`src/rtl/fetch_pkg.sv`:
```
// fetch_pkg: constants and the {pc, inst} entry shared by fetch and decode
package fetch_pkg;
  localparam int PC_W = 32;
  localparam int INST_W = 32;
  localparam logic [PC_W-1:0] RESET_ADDR_DEF = 32'hbfc00000;
  typedef struct packed {
    logic [PC_W-1:0] pc;
    logic [INST_W-1:0] inst;
  } fe_entry_t;
endpackage

```
`src/rtl/fe_inst_fifo.sv`:
```
// fe_inst_fifo: synchronous FIFO of fetch entries with push/pop/flush and occupancy count
module fe_inst_fifo
  import fetch_pkg::*;
#(
  parameter int DEPTH = 4,
  parameter logic [PC_W-1:0] RESET_ADDR = RESET_ADDR_DEF
) (
  input  logic                     clk,
  input  logic                     resetn,
  input  logic                     flush,
  input  logic                     push,
  input  logic                     pop,
  input  fe_entry_t                din,
  output fe_entry_t                dout,
  output logic [$clog2(DEPTH):0]   count
);
  localparam int AW = $clog2(DEPTH);
  logic [AW-1:0] rd_ptr, wr_ptr;
  fe_entry_t mem [DEPTH];
  // entries reset so the empty-queue outputs read {RESET_ADDR, 0}
  always_ff @(posedge clk) begin
    if (!resetn) begin
      rd_ptr <= '0;
      wr_ptr <= '0;
      count <= '0;
      for (int i = 0; i < DEPTH; i++) mem[i] <= '{pc: RESET_ADDR, inst: '0};
    end else if (flush) begin
      rd_ptr <= '0;
      wr_ptr <= '0;
      count <= '0;
    end else begin
      if (push) begin
        mem[wr_ptr] <= din;
        wr_ptr <= wr_ptr + 1'b1;
      end
      if (pop) rd_ptr <= rd_ptr + 1'b1;
      count <= count + {{AW{1'b0}}, push} - {{AW{1'b0}}, pop};
    end
  end
  assign dout = mem[rd_ptr];
endmodule

```
`src/rtl/fetch_queue_stage.sv`:
```
// fetch_queue_stage: PC generation, redirect and prefetch queue in front of decode.
// Define FETCH_BYPASS_EN to forward a response straight to decode when the queue is empty.
module fetch_queue_stage
  import fetch_pkg::*;
#(
  parameter logic [PC_W-1:0] RESET_ADDR = RESET_ADDR_DEF,
  parameter int DEPTH = 4
) (
  input  logic              clk,
  input  logic              resetn,
  output logic              inst_sram_en,
  output logic [PC_W-1:0]   inst_sram_addr,
  input  logic [INST_W-1:0] inst_sram_rdata,
  input  logic              br_valid,
  input  logic [PC_W-1:0]   br_target,
  input  logic              de_ready,
  output logic              fe_valid,
  output logic [PC_W-1:0]   fe_pc,
  output logic [INST_W-1:0] fe_inst
);
  localparam int CW = $clog2(DEPTH) + 1;
  logic [PC_W-1:0] pc, req_pc;
  logic inflight, kill, resp_valid, bypass, pop, push;
  logic [CW-1:0] count;
  logic [CW:0] credit;
  fe_entry_t head, resp;
  assign resp = '{pc: req_pc, inst: inst_sram_rdata};
  assign resp_valid = inflight && !kill && !br_valid;
`ifdef FETCH_BYPASS_EN
  assign bypass = resp_valid && count == '0;
`else
  assign bypass = 1'b0;
`endif
  assign fe_valid = count != '0 || bypass;
  assign {fe_pc, fe_inst} = bypass ? resp : head;
  assign pop = fe_valid && de_ready && !br_valid;
  assign push = resp_valid && !(bypass && de_ready);
  // credit counts queued plus in-flight entries, so a full queue can never be overrun
  assign credit = {1'b0, count} + {{CW{1'b0}}, inflight} - {{CW{1'b0}}, pop};
  assign inst_sram_en = resetn && !br_valid && credit < (CW+1)'(DEPTH);
  assign inst_sram_addr = pc;
  always_ff @(posedge clk) begin
    if (!resetn) begin
      pc <= RESET_ADDR;
      req_pc <= RESET_ADDR;
      inflight <= 1'b0;
      kill <= 1'b0;
    end else begin
      inflight <= inst_sram_en;
      kill <= br_valid;
      if (br_valid) pc <= {br_target[PC_W-1:2], 2'b00};
      else if (inst_sram_en) begin
        pc <= pc + 32'd4;
        req_pc <= pc;
      end
    end
  end
  fe_inst_fifo #(.DEPTH(DEPTH), .RESET_ADDR(RESET_ADDR)) u_fifo (
    .clk(clk),
    .resetn(resetn),
    .flush(br_valid),
    .push(push),
    .pop(pop && !bypass),
    .din(resp),
    .dout(head),
    .count(count)
  );
endmodule
```
`config.mk`:
```
export PLATFORM = sky130hd
export DESIGN_NAME = fetch_queue_stage
export DESIGN_NICKNAME = d
export VERILOG_FILES = /design/src/rtl/fetch_pkg.sv /design/src/rtl/fe_inst_fifo.sv /design/src/rtl/fetch_queue_stage.sv
export SDC_FILE = /design/constraint.sdc
export NUM_CORES = 1
export LEC_CHECK = 0
export BUFFER_PORTS_ARGS = -buffer_cell sky130_fd_sc_hd__buf_2
export CORE_MARGIN = 1.5
export CORE_UTILIZATION = 60
export CTS_BUF_LIST = sky130_fd_sc_hd__clkbuf_8
export CTS_CLUSTER_DIAMETER = 80
export DETAILED_ROUTE_END_ITERATION = 8
export MAX_ROUTING_LAYER = met4
export PLACE_DENSITY = 0.92
export SYNTH_ARGS = -nofsm -noshare
export SYNTH_HDL_FRONTEND = slang
export SYNTH_SLANG_ARGS = --single-unit
```
`constraint.sdc`:
```
create_clock -name clk -period 9.3 [get_ports clk]
set_input_delay 2.79 -clock clk [delete_from_list [all_inputs] [get_ports clk]]
set_output_delay 2.79 -clock clk [all_outputs]
set_load 0.1 [all_outputs]
```
Word level (Yosys, flattened, before mapping)
Memory sizes are Yosys's and may differ from the RTL's. A register that Yosys moved wholly into a read port is not among the register bits. Index checks and enable logic that the tools add are counted.

Logic and storage cells: 44. Bits in read-only memories: 0. Output and inout port bits: 98. Input port bits: 68. Latch bits: 0. RAM bits: 256. Flip-flop bits (word level): 73. Memories kept: 1.

Shift operators: 0. Bitwise logic cells: 2. Reduce and logical (&&, ||, !) cells: 13. Add/sub/neg operators: 7. Multiplexer cells: 12. Equality and inequality tests: 0. Multiply operators: 0. Divide/modulo/power cells: 0. $lt $le $gt $ge: 1.

Memories: u_fifo.mem (depth 4, bits a word 64, rd ports 1, clocked after Yosys merged registers in 1, write ports 4, line fe_inst_fifo.sv:19) `fe_entry_t mem [DEPTH];`.

Operators with widths (number): 32-bit 2-to-1 mux (2); 64-bit 2-to-1 mux (1); 64-bit OR reduction (1); 32-bit by 3-bit adder with 32-bit output (second input constant) (1); 1-bit logical AND (6); 1-bit 2-to-1 mux (6); 2-bit 2-to-1 mux (3); 2-bit by 1-bit adder with 2-bit output (second input constant) (2); 3-bit by 1-bit adder with 4-bit output (1); 4-bit by 3-bit < comparator with 1-bit output (second input constant) (1); 4-bit by 1-bit subtractor with 4-bit output (1); 3-bit by 1-bit adder with 3-bit output (1); 3-bit nonzero test (1); 3-bit by 1-bit subtractor with 3-bit output (1); 1-bit zero test (2); 1-bit inverter (2); 2-bit AND reduction (1); 2-bit nonzero test (1); 2-bit OR reduction (1).

Depth between registers and ports, before layout
Depth after elaboration: 9. Gate-level depth with buffers: 14.

By module
A second synthesis with hierarchy kept.

Cell total of the unflattened synthesis: 1102. Area, all modules: 14238.7 um^2.

Modules (own cells, without submodules): fe_inst_fifo (times used 1, cells each 738, area an instance 11192.0 um^2); fetch_queue_stage (times used 1, cells each 364, area an instance 3046.7 um^2).

Worst setup path after synthesis
OpenSTA, ideal clock, no wires.

Path kind: input-to-reg. From: in br_valid. To: mem u_fifo.mem[1][0] (netlist bit) (enable). Required time: 8.732 ns. Library setup time: 0.568 ns. Path slack: 1.027 ns. Arrival: 7.706 ns. Path buffers: 1. Cell stages on the path: 4. Path through: clkbuf_1 > nor2_1 > nand2_1 > o21ai_0.

RTL lines: from (decl) (line fetch_queue_stage.sv:14) `input logic br_valid,`; to (decl) (line fe_inst_fifo.sv:19).

Final worst setup path
From: in br_valid. To: out inst_sram_en.

Longest elaborated chain between the ends: 5. Elaborated cells between the ends (all ways): 6. Classes of those cells: 1 x add/sub; 1 x order compare; 4 x reduce/logical.

Ends and longest elaborated chain: 1-bit zero test (line fetch_queue_stage.sv:36) `assign pop = fe_valid && de_ready && !br_valid;`; 1-bit logical AND (line fetch_queue_stage.sv:36); named net pop (line fetch_queue_stage.sv:23) `logic inflight, kill, resp_valid, bypass, pop, push;`; 4-bit by 1-bit subtractor with 4-bit output (line fetch_queue_stage.sv:39) `assign credit = {1'b0, count} + {{CW{1'b0}}, inflight} - {{CW{1'b0}}, pop};`; 4-bit by 3-bit < comparator with 1-bit output (line fetch_queue_stage.sv:40) `assign inst_sram_en = resetn && !br_valid && credit < (CW+1)'(DEPTH);`; 1-bit logical AND (line fetch_queue_stage.sv:40); to (decl) (line fetch_queue_stage.sv:11) `output logic inst_sram_en,`.

The timed path passes the listed nets, and every way through them passes these cells.

==> flow_summary.ini <==
[run_status]
status = finished, final reports clean

[placement]
placed_cell_area_um2 = 15100
place.gp.congestion = 0.913
dp_hpwl_mm = 17.7
io_buffers = 159

[floorplan]
dieWidth_um = 156
core_um2 = 22800
io-pin-count = 166
fp-row-count = 55
start_util_pct = 61.7
dieHeight_um = 156
dieArea_um2 = 24400

[timing]
min_period_ps = 8190
hold_violations = 0
skew_ps = 18.8
finalSetupViolations = 0
tightest_slew_ps = 971
slew_violations = 0
slew_headroom_pct = 35.3
grt_setup_unrepaired = no
fin_tns_setup_ps = 0
clock.fmax_mhz = 122
period_share_pct = 88.1

[routing]
dr.pass1.iters = 7
vias = 8723
drt_iter0_markers = 679
postRouteAntennaNets = 0
avgRoutedWirePerCell_um = 19.4
wl_mm = 29.5
via_per_inst = 5.72
drc = 0

[cts]
cts_resized = 0
cts_made_buffers = 49
htree_num_levels = 2
cts_sinks = 319
cts_setup_buffers = 0
insertion_delay_ps = 570
path_clk_slew_ps = 60
cts-root-buf = clkbuf_8
cts_tree = done
clockBufferDepth = 3
holdBufCountCts = 0

[synth]
synthTopCellsByArea = edfxtp_1 (53%), dfxtp_1 (10%), mux4_2 (9.9%), and2_1 (9.5%), nand2_1 (2.2%)
synth.mux.area_fraction_pct = 10.1
synth_edf_count = 248
ys_types = 62
yosys-top-cells-count = edfxtp_1 (248), and2_1 (214), nand2_1 (84)
yosysTopAreaCellShare_pct = 52.9
mappedNetlistArea_um2 = 14100
synth_top_family_by_area = simple AND/OR/NAND/NOR gates
synthSimpleGateAreaFrac_pct = 17.5
ys_ff_latch = 319
synth_fa_ha_area_share_pct = 0.586
synth_cells = 1019
ys_seq_area_share_pct = 63.0
synth_compound_area_share_pct = 5.22
synth_xor_area_share_pct = 1.12
syn_area_per_cell_um2 = 13.8
synth.most_common_cell = edfxtp_1
synthFlopType = edfxtp_1
synthArstFlopShare_pct = 0
ys_warn_count = 0
synth_top_cell_by_area = edfxtp_1

[grt]
grt_max_degree = 66
antenna_found_initial = 0
grt_usage_pct = 25.5
grt_pass1_vias = 8781
grt_pass1_wl_mm = 46.0
grt_overflow = 0

[worst_setup_path]
startpoint_type = primary input
critPathBufInv = 5
required_ps = 6510
path_max_fanout = 19
cp_common_cell = inv_1
worstPathArrival_ps = 5400
crit_chain = buf_2 > inv_1 > and3_1 > ha_1 > inv_1 > ha_1 > nand3b_4 > a211o_1 > a21o_1 > inv_1 > buf_2
critPathTopFamily = compound AO/OA/AOI/OAI gates
cp_slowest_cell = a211o_1
critPathCaptureType = output port
criticalPathCategory = in -> out
slowest_delay_ps = 610

[power_and_ir_drop]
p_leak_uw = 0.00590
powerDensity_nw_per_um2 = 186
vdd.ir_drop.worst_mv = 0.115

[worst_hold_path]
hold_path_class = reg -> reg

[final_layout]
antenna_cells = 0
syn2layout_area_growth_pct = 13.7
stdcell_area_um2 = 16000
layout.nets = 1250
drive_gt1_share_pct = 26.7

[job]
cap_violations = 0
cell families after synthesis:
kind of cell               count (synthesis)
muxes                                     65
AOI/OAI and AO/OA                         99
buffers and inverters                     84
and+or+nand+nor                          427
DFF                                      319
xor gates and xnor gates                  18
other                                      1
adders and majority gates                  6
power breakdown:
group          leakage (uW)  internal [uW]  switching, uW
sequential          0.00302           1590           35.9
clock              0.000535            522            514
combinational       0.00234           65.0            255
total               0.00590           2170            804
per-layer routing:
layer	global-route usage [%]	routed length, um	part of all wire [%]	up-vias
li1	-	-	-	4020
met1	32.5	12000	41	4279
met2	42.1	14900	50	368
met3	4.04	2090	7.1	56
met4	8.30	614	2.1	0
met5	-	0	0	-
path summary, 6_finish.rpt:
kind,slack (ps),cells past startpoint,endpoint,startpoint
worst max-delay path,1110,11,inst_sram_en,br_valid
worst min-delay path,490,2,req_pc[29],req_pc[29]
worst max register to register,5960,10,inst_sram_addr[25],u_fifo.count[2]
worst min register to register,490,2,req_pc[29],req_pc[29]
final cells by class:
cell class / instances / area, um2
tap: 313 / 392
fill: 1551 / 6840
multi-input combinational: 619 / 4930
clock buffer: 53 / 729
timing repair buffer: 171 / 886
clock inverter: 34 / 136
inverter: 16 / 60.1
sequential: 319 / 8870
layout by cell type (no fill, tap or decap), types with 22 or more instances in the layout:
cell type,synthesis,final
and2_1,214,214
buf_2,13,159
clkbuf_8,0,53
dfxtp_1,71,69
edfxtp_1,248,248
inv_1,16,40
mux4_2,62,62
nand2_1,84,83
nand2b_1,31,29
nand3_1,22,22
registers in the layout (all words and copies together) (netlist names), named ones only:
name and cells:
req_pc 30, inflight 1, u_fifo.count 3, inst_sram_addr 30, u_fifo.wr_ptr 2, u_fifo.mem 248, u_fifo.rd_ptr 2, kill 1
worst reg2reg max path, stage by stage, from the launching register on:
cell	delay (ps)
dfxtp_1	350
or3_1	450
and3_1	260
ha_1	210
inv_1	90
ha_1	270
nand3b_4	110
a211o_1	650
a21oi_2	290
a311o_1	420
o221a_2	120
stage by stage:
stage	setup slack, ps	utilization (%)	hold WS (ps)	std cells	total power, uW
after floorplan	1030	-	464	1022	1890
after global placement	1190	66.3	480	1438	1960
after detailed placement	1120	66.3	489	1438	1970
after CTS	1120	70.1	497	1525	2990
after global routing	982	70.1	511	1525	3080
final	1110	70.1	494	1525	2980
Power figures use the tool's default switching activity.
